**config.mk**
```make
export PLATFORM = sky130hd
export DESIGN_NAME = fpga_bram_ctrl
export DESIGN_NICKNAME = d
export VERILOG_FILES = /design/src/rtl/fpga_bram_pkg.sv /design/src/rtl/rr_arbiter.sv /design/src/rtl/fpga_bram_ctrl.sv
export SDC_FILE = /design/constraint.sdc
export NUM_CORES = 1
export LEC_CHECK = 0
export ABC_AREA = 1
export BUFFER_PORTS_ARGS = -buffer_cell sky130_fd_sc_hd__buf_4
export CORE_AREA = 2 2 156 158
export CTS_CLUSTER_SIZE = 10
export DETAILED_ROUTE_END_ITERATION = 12
export DIE_AREA = 0 0 158 160
export GPL_TIMING_DRIVEN = 0
export PLACE_DENSITY = 0.62
export SYNTH_ARGS = -nofsm -noshare
export SYNTH_HDL_FRONTEND = slang
export SYNTH_HIERARCHICAL = 1
export SYNTH_SLANG_ARGS = --single-unit
```
**constraint.sdc**
```tcl
create_clock -name clk -period 3.8 [get_ports clk]
set_input_delay 0.38 -clock clk [delete_from_list [all_inputs] [get_ports clk]]
set_output_delay 0.38 -clock clk [all_outputs]
set_load 0.01 [all_outputs]
```
**src/rtl/fpga_bram_pkg.sv**
```systemverilog
// Shared types and default widths for the BRAM multiplexed-bus controller.
package fpga_bram_pkg;

  localparam int BRAM_ADDR_WIDTH = 32;
  localparam int BRAM_DATA_WIDTH = 64;

  typedef enum logic [2:0] {
    IDLE,
    ADDR,
    WDATA,
    WAIT,
    RESP
  } bram_ctrl_state_e;

endpackage

```
**src/rtl/rr_arbiter.sv**
```systemverilog
// Round-robin arbiter: grants the first requester at or after ptr, wrapping.
module rr_arbiter
  import fpga_bram_pkg::*;
#(
  parameter  int N  = 2,
  localparam int IW = (N > 1) ? $clog2(N) : 1
) (
  input  logic [N-1:0]  req,
  input  logic [IW-1:0] ptr,
  output logic [N-1:0]  gnt,
  output logic [IW-1:0] gnt_idx
);

  localparam int unsigned NU = N;

  int unsigned   idx;
  logic [IW-1:0] sel;
  logic          found;

  always_comb begin
    gnt     = '0;
    gnt_idx = '0;
    found   = 1'b0;
    idx     = 0;
    sel     = '0;
    for (int unsigned i = 0; i < NU; i++) begin
      // Wrap in full int width so non-power-of-two N stays correct.
      idx = 32'(ptr) + i;
      if (idx >= NU) idx = idx - NU;
      sel = IW'(idx);
      if (!found && req[sel]) begin
        found    = 1'b1;
        gnt[sel] = 1'b1;
        gnt_idx  = sel;
      end
    end
  end

endmodule

```
**src/rtl/fpga_bram_ctrl.sv**
```systemverilog
// Arbitrates NUM_REQ requesters onto one BRAM multiplexed address/data port
// and sequences the address, write-data and response-wait phases.
module fpga_bram_ctrl
  import fpga_bram_pkg::*;
#(
  parameter int ADDR_WIDTH = BRAM_ADDR_WIDTH,
  parameter int DATA_WIDTH = BRAM_DATA_WIDTH,
  parameter int NUM_REQ    = 2,
  parameter int TIMEOUT    = 255
) (
  input  logic                                 clk,
  input  logic                                 rst,
  input  logic [NUM_REQ-1:0]                   req_valid,
  output logic [NUM_REQ-1:0]                   req_ready,
  input  logic [NUM_REQ-1:0]                   req_we,
  input  logic [NUM_REQ-1:0][ADDR_WIDTH-1:0]   req_addr,
  input  logic [NUM_REQ-1:0][DATA_WIDTH-1:0]   req_wdata,
  output logic [NUM_REQ-1:0]                   rsp_valid,
  output logic [DATA_WIDTH-1:0]                rsp_rdata,
  output logic                                 rsp_err,
  output logic [DATA_WIDTH-1:0]                mem_adb_o,
  output logic                                 mem_address_on,
  output logic                                 mem_data_on,
  output logic                                 mem_read_en,
  output logic                                 mem_write_en,
  input  logic [DATA_WIDTH-1:0]                mem_adb_i,
  input  logic                                 mem_resp
);

  localparam int IW = $clog2(NUM_REQ);
  localparam int CW = $clog2(TIMEOUT + 1);

  bram_ctrl_state_e      state;
  logic [IW-1:0]         rr_ptr;
  logic [CW-1:0]         cnt;
  logic [IW-1:0]         lat_g;
  logic                  lat_we;
  logic [ADDR_WIDTH-1:0] lat_addr;
  logic [DATA_WIDTH-1:0] lat_wdata;

  logic [NUM_REQ-1:0]    gnt;
  logic [IW-1:0]         gnt_idx;
  logic                  cnt_done;

  rr_arbiter #(.N(NUM_REQ)) u_arb (
    .req     (req_valid),
    .ptr     (rr_ptr),
    .gnt     (gnt),
    .gnt_idx (gnt_idx)
  );

  // cnt counts completed WAIT cycles, so TIMEOUT-1 marks the last WAIT cycle.
  assign cnt_done = (cnt == CW'(TIMEOUT - 1));

  always_ff @(posedge clk or negedge rst) begin
    if (!rst) begin
      state     <= IDLE;
      rr_ptr    <= '0;
      cnt       <= '0;
      lat_g     <= '0;
      lat_we    <= 1'b0;
      lat_addr  <= '0;
      lat_wdata <= '0;
      rsp_rdata <= '0;
      rsp_err   <= 1'b0;
    end else begin
      case (state)
        IDLE: begin
          if (|req_valid) begin
            lat_g     <= gnt_idx;
            lat_we    <= req_we[gnt_idx];
            lat_addr  <= req_addr[gnt_idx];
            lat_wdata <= req_wdata[gnt_idx];
            rr_ptr    <= (gnt_idx == IW'(NUM_REQ - 1)) ? '0 : gnt_idx + IW'(1);
            state     <= ADDR;
          end
        end
        ADDR: begin
          cnt   <= '0;
          state <= lat_we ? WDATA : WAIT;
        end
        WDATA: begin
          cnt   <= '0;
          state <= WAIT;
        end
        WAIT: begin
          if (mem_resp) begin
            rsp_rdata <= lat_we ? '0 : mem_adb_i;
            rsp_err   <= 1'b0;
            state     <= RESP;
          end else if (cnt_done) begin
            rsp_rdata <= '0;
            rsp_err   <= 1'b1;
            state     <= RESP;
          end else begin
            cnt <= cnt + CW'(1);
          end
        end
        RESP:    state <= IDLE;
        default: state <= IDLE;
      endcase
    end
  end

  always_comb begin
    req_ready      = '0;
    rsp_valid      = '0;
    mem_adb_o      = '0;
    mem_address_on = 1'b0;
    mem_data_on    = 1'b0;
    mem_read_en    = 1'b0;
    mem_write_en   = 1'b0;
    case (state)
      IDLE: if (rst) req_ready = gnt;
      ADDR: begin
        mem_address_on = 1'b1;
        mem_adb_o      = DATA_WIDTH'(lat_addr);
        mem_read_en    = ~lat_we;
        mem_write_en   = lat_we;
      end
      WDATA: begin
        mem_data_on  = 1'b1;
        mem_adb_o    = lat_wdata;
        mem_write_en = 1'b1;
      end
      WAIT: begin
        mem_read_en  = ~lat_we;
        mem_write_en = lat_we;
      end
      RESP:    rsp_valid[lat_g] = 1'b1;
      default: ;
    endcase
  end

endmodule

```
==> results of run 1 <==
-- layer usage --
metal / GRT usage / vias up / part of all wire
li1: - / 4108 / -
met2: 0.4022 / 267 / 0.49
met5: 0 / - / 0
met1: 0.3270 / 3957 / 0.42
met3: 0.04939 / 58 / 0.055
met4: 0.09214 / 0 / 0.034
-- synth_stat cells (all sizes together) --
| cell | number | area share |
|---|---|---|
| nand2 | 467 | 0.22 |
| dfrtp | 175 | 0.54 |
| nand3 | 175 | 0.11 |
| ha | 2 | 0.0031 |
| buf | 55 | 0.037 |
| nand4 | 1 | 0.00077 |
| a21oi | 5 | 0.0031 |
| inv | 47 | 0.022 |
| or2 | 1 | 0.00077 |
| a21boi | 1 | 0.00092 |
| nor3b | 2 | 0.0018 |
| a22o | 32 | 0.034 |
| clkbuf | 5 | 0.0023 |
| nor2 | 57 | 0.031 |
| o21ai | 4 | 0.0025 |
-- where the power goes --
group	total, mW	internal, mW	switching [mW]
Combinational	3.93	1.72	2.20
Clock	1.93	1.12	0.812
Sequential	3.15	2.68	0.471
Total	9.00	5.51	3.48
-- sequential cells by signal, summed over array words and instances, names as in the netlist --
| name | flops |
|---|---|
| rsp_err | 1 |
| lat_we | 1 |
| lat_wdata | 64 |
| state | 3 |
| rsp_rdata | 64 |
| cnt | 8 |
| lat_g | 1 |
| lat_addr | 32 |
| rr_ptr | 1 |
-- cells by family after synthesis --
family                   after synthesis
AO/OA/AOI/OAI                         42
adder cells (fa/ha/maj)                2
buffers and inverters                107
flip-flops                           175
AND/OR/NAND/NOR                      703
-- layout make-up --
class / count / area share
plain buffers: 60 / 0.02611
clock buffers: 17 / 0.03482
clock inverters: 14 / 0.01669
inverters: 47 / 0.01444
multi-input cells: 747 / 0.2683
flip-flops and latches: 175 / 0.3584
well taps: 324 / 0.03318
repair buffers: 400 / 0.2480
-- final timing paths --
check | start | endpoint | slack (ns) | depth (start not counted)
setup / recovery | state[2] | mem_adb_o[3] | 1.07 | 6
hold / removal | rst | lat_wdata[47] | -0.03 | 1
setup reg to reg | state[0] | lat_wdata[24] | 1.94 | 6
hold reg to reg | rsp_rdata[4] | rsp_rdata[4] | 0.50 | 2
max in group asynchronous | rst | rsp_rdata[57] | 2.91 | 2
min in group clk | mem_adb_i[43] | rsp_rdata[43] | 0.15 | 3
-- critical path, stage by stage (launching register included) --
cell     delay, ns
dfrtp_1       0.43
inv_2         0.12
nand3_1       0.32
inv_1         0.34
buf_2         0.31
a22o_1        0.26
buf_4         0.15
-- metrics by stage --
stage | cell area, sq um | power [mW]
floorplan | 8153 | 5.196
global placement | 11550 | 7.060
detailed placement | 11590 | 7.133
CTS | 12220 | 9.086
global route | 12220 | 9.630
finish | 12220 | 8.998
==> results.sh, run 1 <==
export IMPL_path_class="reg -> out"
export IMPL_clkLatencyLatePin_ns=0.42
export IMPL_pre_cts_ws_ns=1.467
export IMPL_n_antenna_cell=0
export IMPL_status="finished with violations"
export IMPL_die_w_um=158
export IMPL_worst_slew_pin_slew_ns=0.7251
export IMPL_grt_pass1_vias=8354
export IMPL_ys_seq_area_frac=0.5371
export IMPL_grt_pass1_wl_um=47760
export IMPL_seq_area_sq_um=4379
export IMPL_layout_common_cells="463 x nand2_1, 405 x buf_4, 175 x dfrtp_1"
export IMPL_std_cell_rows=57
export IMPL_powerDensity_nw_per_um2=736.5
export IMPL_instances_no_fill=1784
export IMPL_layout_commonest_cell="nand2_1"
export IMPL_setup_violations=0
export IMPL_dp_hpwl_um=23770
export IMPL_initial_utilization=0.3423
export IMPL_root_buffer="clkbuf_16"
export IMPL_numPortBuffers=399
export IMPL_grt_max_degree=91
export IMPL_drcViolationCount=0
export IMPL_cp_required_ns=3.42
export IMPL_setup_ws_ns=1.068
export IMPL_ys_warn_count=6
export IMPL_cts_setup_buffers=0
export IMPL_cp_max_fo=10
export IMPL_core_sq_um=23820
export IMPL_finalHoldViolCount=30
export IMPL_firstDrtPassIters=5
export IMPL_endpoint_kind="output port"
export IMPL_vdd_drop_max_mv=0.3337
export IMPL_holdWs_ns=-0.02838
export IMPL_p_leak_nw=6.603
export IMPL_hp_class="in -> async"
export IMPL_placedCellCount=1753
export IMPL_synth_top_family_by_area="simple AND/OR/NAND/NOR gates"
export IMPL_numClockSinks=175
export IMPL_vias=8390
export IMPL_detail_route_antenna_nets=0
export IMPL_track_usage=0.2477
export IMPL_routed_wl_um=31250
export IMPL_cts_resized=0
export IMPL_die_area_sq_um=25280
export IMPL_fmax_ghz=0.3660
export IMPL_die_h_um=160
export IMPL_cts_tree="yes"
export IMPL_antenna_found_initial=0
export IMPL_routed_via_density=4.703
export IMPL_ctsHoldBuffers=0
export IMPL_areaGrowthSynthToFinish_pct=49.86
export IMPL_cap_violations=0
export IMPL_setup_tns_ns=0
export IMPL_slew_violations=0
export IMPL_violations="negative hold slack"
export IMPL_multi_input_area_sq_um=3278
export IMPL_syn_area_sq_um=8153
export IMPL_htreeDepth=4
export IMPL_synth_adder_area_share=0.003069
export IMPL_synthesis_nets=1294
export IMPL_fillers=2433
export IMPL_wl_per_cell_um=17.52
export IMPL_relSlewSlack=0.5166
export IMPL_drtIter0Drc=539
export IMPL_clock_path_buffers=2
export IMPL_synth_cell_types=23
export IMPL_syn_inst=1029
export IMPL_finalWeightedCongestion=0.8763
export IMPL_rsz0062_at_grt="false"
export IMPL_ios=400
export IMPL_muxShareOfSynthArea=0
export IMPL_ys_ff_latch=175
export IMPL_synth_xor_xnor_area_share=0
export IMPL_grt_overflow=0
export IMPL_cts_clk_slew_worst_paths_ns=0.07
export IMPL_min_period_ns=2.732
export IMPL_arrival_ns=2.35
export IMPL_cts_made_buffers=17
export IMPL_drive_gt1_frac=0.3336
export IMPL_min_period_over_period=0.7190
export IMPL_cp_start_kind="flip-flop"
export IMPL_syn_area_per_cell_sq_um=7.923
export IMPL_finish_utilization=0.5129
export IMPL_synthSimpleGateAreaFrac=0.3582
export IMPL_fin_skew_ns=0.01274
export IMPL_nets=1713
export IMPL_synth_compound_area_frac=0.04082
Note: power is estimated with default switching activity, not from simulation.
==> run 2: changes to the inputs <==
--- a/config.mk
+++ b/config.mk
@@ -12,7 +12,7 @@
 export DETAILED_ROUTE_END_ITERATION = 12
 export DIE_AREA = 0 0 158 160
 export GPL_TIMING_DRIVEN = 0
-export PLACE_DENSITY = 0.62
+export PLACE_DENSITY = 0.64
 export SYNTH_ARGS = -nofsm -noshare
 export SYNTH_HDL_FRONTEND = slang
 export SYNTH_HIERARCHICAL = 1
==> constraint.sdc (replaced) <==
create_clock -name clk -period 2.3 [get_ports clk]
set_input_delay 0.23 -clock clk [delete_from_list [all_inputs] [get_ports clk]]
set_output_delay 0.23 -clock clk [all_outputs]
set_load 0.01 [all_outputs]
==> results.sh, run 2 (synthesized netlist as in run 1, its figures left out) <==
export IMPL_status="finished clean"
export IMPL_routed_via_density=4.783
export IMPL_htreeDepth=4
export IMPL_cp_num_cells=8
export IMPL_arrival_ns=2.56
export IMPL_pre_cts_ws_ns=0.1010
export IMPL_max_stage_delay_ns=0.54
export IMPL_cts_tree="yes"
export IMPL_layout_common_cells="463 x nand2_1, 407 x buf_4, 175 x dfrtp_1"
export IMPL_slew_violations=0
export IMPL_worstSetupEndpoint="lat_wdata[58]"
export IMPL_setup_ws_ns=0.1127
export IMPL_n_antenna_cell=0
export IMPL_p_leak_nw=7.059
export IMPL_fillers=2283
export IMPL_dp_hpwl_um=22800
export IMPL_holdWs_ns=0.01287
export IMPL_die_w_um=158
export IMPL_route_met3_wl_um=2020
export IMPL_initial_utilization=0.3423
export IMPL_detail_route_antenna_nets=0
export IMPL_top_regs="lat_wdata (64), rsp_rdata (64), lat_addr (32)"
export IMPL_grt_pass1_vias=8968
export IMPL_crit_path_cell_trace="nor2_2, nand3_2, nor2_4, buf_6, buf_4, nand2_1, nand3_1, dlygate4sd3_1"
export IMPL_min_period_ns=2.187
export IMPL_worstReg2RegEnd="lat_wdata[58]"
export IMPL_wl_met1_um=13350
export IMPL_fin_skew_ns=0.01901
export IMPL_vdd_drop_max_mv=0.4870
export IMPL_nets=1828
export IMPL_drive_gt1_frac=0.3149
export IMPL_fin_total_pwr_mw=14.86
export IMPL_core_sq_um=23820
export IMPL_track_usage=0.2493
export IMPL_wl_per_cell_um=16.73
export IMPL_setup_violations=0
export IMPL_crit_slowest_cell="dlygate4sd3_1"
export IMPL_relSlewSlack=0.5085
export IMPL_cts_clk_slew_worst_paths_ns=0.08
export IMPL_instances_no_fill=1899
export IMPL_grt_max_degree=110
export IMPL_route_top_layer_used="met4"
export IMPL_drcViolationCount=0
export IMPL_grt_pass1_wl_um=48640
export IMPL_endpoint_kind="flip-flop"
export IMPL_seq_area_sq_um=4379
export IMPL_critPathBufInv=3
export IMPL_hp_class="in -> reg"
export IMPL_placedCellCount=1753
export IMPL_firstDrtPassIters=5
export IMPL_cap_violations=0
export IMPL_die_area_sq_um=25280
export IMPL_clkLatencyLatePin_ns=0.43
export IMPL_layout_commonest_cell="nand2_1"
export IMPL_antenna_found_initial=0
export IMPL_cts_made_buffers=17
export IMPL_cp_max_fo=10
export IMPL_die_h_um=160
export IMPL_clock_path_buffers=2
export IMPL_crit_family="buffers and inverters"
export IMPL_crit_start="state[1]"
export IMPL_finalWeightedCongestion=0.8375
export IMPL_min_period_over_period=0.9510
export IMPL_ios=400
export IMPL_grt_overflow=0
export IMPL_cp_start_kind="flip-flop"
export IMPL_routed_wl_um=31770
export IMPL_rrSetupSlack_ns=0.11
export IMPL_r2r_start="state[1]"
export IMPL_numClockSinks=175
export IMPL_multi_input_area_sq_um=3291
export IMPL_drtIter0Drc=551
export IMPL_path_class="reg -> reg"
export IMPL_fmax_ghz=0.4572
export IMPL_areaGrowthSynthToFinish_pct=63.51
export IMPL_vias=9082
export IMPL_std_cell_rows=57
export IMPL_cp_required_ns=2.67
export IMPL_routed_wl_met2_um=15230
export IMPL_finalHoldViolCount=0
export IMPL_worst_slew_pin_slew_ns=0.7372
export IMPL_root_buffer="clkbuf_16"
export IMPL_rr_worst_depth=8
export IMPL_powerDensity_nw_per_um2=1115
export IMPL_numPortBuffers=399
[run 2: changes by cell type in the layout (fill, tap and decap cells not counted), sizes merged]
cell	delta
clkbuf	+9
bufinv	-4
clkinv	+1
inv	-2
clkinvlp	+3
buf	-5
dlygate4sd3	+113
[run 2: tightest hold or removal path, cell delays in order]
cell     delay [ns]
buf_4          0.07
nand2_1        0.04
nand3_1        0.06
[run 2: worst min-delay path by stage]
stage                   start            end  slack [ns]  cells after the start
2_1_floorplan             rst         cnt[0]       -0.07                      0
3_3_place_gp    mem_adb_i[33]  rsp_rdata[33]        0.43                      3
3_5_place_dp              rst   rsp_rdata[2]        0.37                      1
4_1_cts          req_addr[57]   lat_addr[25]     0.00002                      3
5_1_grt        req_wdata[125]  lat_wdata[61]      0.0001                      3
6_report         req_addr[16]   lat_addr[16]        0.01                      3
[run 2: per-layer routing]
metal,up-vias,GRT usage
li1,4348,-
met1,4315,0.3191
met2,342,0.4065
met3,77,0.05482
met4,0,0.1052
met5,-,0
[run 2: repair_timing]
item	CTS	global route
pin swaps	0	1
hold buffers	111	2
setup endpoints to repair	40	33
buffers inserted	0	2
cloned	0	0
hold endpoints to repair	209	2
resized for setup	6	14
[run 2: where the power goes]
group | leakage [nW] | internal, mW | switching (mW)
Sequential | 2.21 | 4.42 | 0.799
Clock | 0.252 | 1.43 | 1.34
Combinational | 4.60 | 3.11 | 3.76
[run 2: layout make-up]
| class | instances | share of cell area |
|---|---|---|
| plain buffers | 60 | 0.02591 |
| clock buffers | 19 | 0.03323 |
| flip-flops and latches | 175 | 0.3285 |
| multi-input cells | 747 | 0.2469 |
| clock inverters | 12 | 0.007791 |
| inverters | 47 | 0.01361 |
| well taps | 324 | 0.03041 |
| repair buffers | 515 | 0.3137 |
[run 2: through the flow]
| step | util | area (sq um) | setup TNS [ns] |
|---|---|---|---|
| 2_1_floorplan | - | 8153 | 0 |
| 3_3_place_gp | 0.4850 | 11550 | -33.27 |
| 3_5_place_dp | 0.4865 | 11590 | 0 |
| 4_1_cts | 0.5566 | 13260 | 0 |
| 5_1_grt | 0.5596 | 13330 | -0.01653 |
| 6_report | 0.5596 | 13330 | 0 |
==> run 3: changes to the inputs <==
--- a/config.mk
+++ b/config.mk
@@ -7,12 +7,12 @@
 export LEC_CHECK = 0
 export ABC_AREA = 1
 export BUFFER_PORTS_ARGS = -buffer_cell sky130_fd_sc_hd__buf_4
-export CORE_AREA = 2 2 156 158
+export CORE_MARGIN = 2
+export CORE_UTILIZATION = 30
 export CTS_CLUSTER_SIZE = 10
 export DETAILED_ROUTE_END_ITERATION = 12
-export DIE_AREA = 0 0 158 160
 export GPL_TIMING_DRIVEN = 0
-export PLACE_DENSITY = 0.64
+export PLACE_DENSITY = 0.57
 export SYNTH_ARGS = -nofsm -noshare
 export SYNTH_HDL_FRONTEND = slang
 export SYNTH_HIERARCHICAL = 1
==> results.sh, run 3 (synthesized netlist as in run 1, its figures left out) <==
export IMPL_status="finished clean"
export IMPL_top_regs="lat_wdata (64), rsp_rdata (64), lat_addr (32)"
export IMPL_areaGrowthSynthToFinish_pct=66.34
export IMPL_crit_slowest_cell="dfrtp_1"
export IMPL_cts_tree="yes"
export IMPL_track_usage=0.2291
export IMPL_fin_skew_ns=0.01417
export IMPL_pre_cts_ws_ns=0.03715
export IMPL_cp_required_ns=2.07
export IMPL_cap_violations=0
export IMPL_clkLatencyLatePin_ns=0.43
export IMPL_n_antenna_cell=0
export IMPL_finish_utilization=0.5060
export IMPL_die_w_um=168.9
export IMPL_numClockSinks=175
export IMPL_max_stage_delay_ns=0.44
export IMPL_min_period_ns=2.212
export IMPL_finalWeightedCongestion=0.8068
export IMPL_cp_start_kind="flip-flop"
export IMPL_seq_area_sq_um=4379
export IMPL_hp_class="in -> reg"
export IMPL_fmax_ghz=0.4520
export IMPL_drtIter0Drc=542
export IMPL_root_buffer="clkbuf_16"
export IMPL_htreeDepth=4
export IMPL_p_leak_nw=7.148
export IMPL_relSlewSlack=0.5274
export IMPL_cts_made_buffers=17
export IMPL_firstDrtPassIters=4
export IMPL_dp_hpwl_um=23920
export IMPL_slew_violations=0
export IMPL_multi_input_area_sq_um=3291
export IMPL_die_area_sq_um=28510
export IMPL_grt_pass1_wl_um=50530
export IMPL_die_h_um=168.9
export IMPL_grt_max_degree=91
export IMPL_layout_commonest_cell="nand2_1"
export IMPL_ios=400
export IMPL_detail_route_antenna_nets=0
export IMPL_r2r_start="state[1]"
export IMPL_nets=1849
export IMPL_initial_utilization=0.3042
export IMPL_grt_pass1_vias=9114
export IMPL_setup_ws_ns=0.08770
export IMPL_routed_via_density=4.644
export IMPL_worst_slew_pin_slew_ns=0.7088
export IMPL_grt_overflow=0
export IMPL_antenna_found_initial=0
export IMPL_vdd_drop_max_mv=0.5789
export IMPL_holdCritStartpoint="req_wdata[48]"
export IMPL_setup_violations=0
export IMPL_rsz0062_at_grt="false"
export IMPL_wl_per_cell_um=16.93
export IMPL_cts_clk_slew_worst_paths_ns=0.08
export IMPL_layout_common_cells="463 x nand2_1, 409 x buf_4, 175 x dfrtp_1"
export IMPL_numPortBuffers=399
export IMPL_path_class="reg -> out"
export IMPL_holdWs_ns=0.01565
export IMPL_fillers=2626
export IMPL_drive_gt1_frac=0.3076
export IMPL_finalHoldViolCount=0
export IMPL_crit_start="state[2]"
export IMPL_min_period_over_period=0.9619
export IMPL_arrival_ns=1.98
export IMPL_clock_path_buffers=2
export IMPL_crit_path_cell_trace="inv_2, nand3_4, inv_4, buf_2, a22o_1, buf_4"
export IMPL_vias=8996
export IMPL_routed_wl_um=32790
export IMPL_drcViolationCount=0
export IMPL_rrSetupSlack_ns=0.13
export IMPL_cp_max_fo=10
export IMPL_core_sq_um=26800
export IMPL_std_cell_rows=60
export IMPL_powerDensity_nw_per_um2=1098
export IMPL_endpoint_kind="output port"
-- run 3: cell types whose count changed in the layout (fill, tap and decap cells not counted), moves of 2 or more --
cell           delta
buf_6             -2
clkbuf_2          -4
buf_1             +5
buf_4             +2
inv_6             +4
dlygate4sd3_1    +21
clkinvlp_4        -4
-- run 3: stage by stage --
step           area (sq um)  total power [mW]  setup TNS [ns]  std cells
2_1_floorplan          8153             8.585               0       1029
5_1_grt               13560             15.98               0       1937
3_3_place_gp          11570             11.72          -43.61       1769
4_1_cts               13540             15.05               0       1935
3_5_place_dp          11610             11.83               0       1770
6_report              13560             14.89               0       1937
-- run 3: final timing paths --
path / endpoint / cells past startpoint
worst max-delay path: mem_adb_o[10] / 6
worst min-delay path: lat_wdata[48] / 3
worst max register to register: lat_addr[23] / 8
worst min register to register: lat_addr[29] / 2
max in group asynchronous: lat_wdata[38] / 3
min in group asynchronous: rsp_rdata[31] / 2
-- run 3: timing repair --
item,in CTS,in global routing
pin swaps,0,1
hold endpoints to repair,205,0
buffers inserted,0,2
endpoints found under the setup margin,56,5
gates resized for setup,7,2
hold buffers,134,0
gates cloned,0,0
-- run 3: power by group --
group          switching [mW]  leakage (nW)  internal [mW]
Clock                    1.36         0.279           1.54
Sequential              0.782          2.21           4.42
Combinational            3.75          4.66           3.05
-- run 3: critical path, delay by kind of cell (launching register included) --
| kind | cells | cell delay, ns |
|---|---|---|
| AO/OA/AOI/OAI | 1 | 0.21 |
| buffers and inverters | 4 | 0.74 |
| flip-flops | 1 | 0.44 |
| AND/OR/NAND/NOR | 1 | 0.17 |
-- run 3: per-layer routing --
metal,routed length (um),global-route usage,vias up
met5,0,0,-
met2,16140,0.3874,302
met1,13900,0.2864,4235
met3,1552,0.04606,66
li1,-,-,4393
met4,1197,0.09558,0
-- run 3: layout make-up --
| type | instances | share of cell area |
|---|---|---|
| Clock inverter | 13 | 0.01043 |
| Inverter | 47 | 0.01319 |
| Timing Repair Buffer | 536 | 0.3235 |
| Buffer | 60 | 0.02426 |
| Tap cell | 341 | 0.03146 |
| Multi-Input combinational cell | 747 | 0.2426 |
| Sequential cell | 175 | 0.3229 |
| Clock buffer | 18 | 0.03164 |
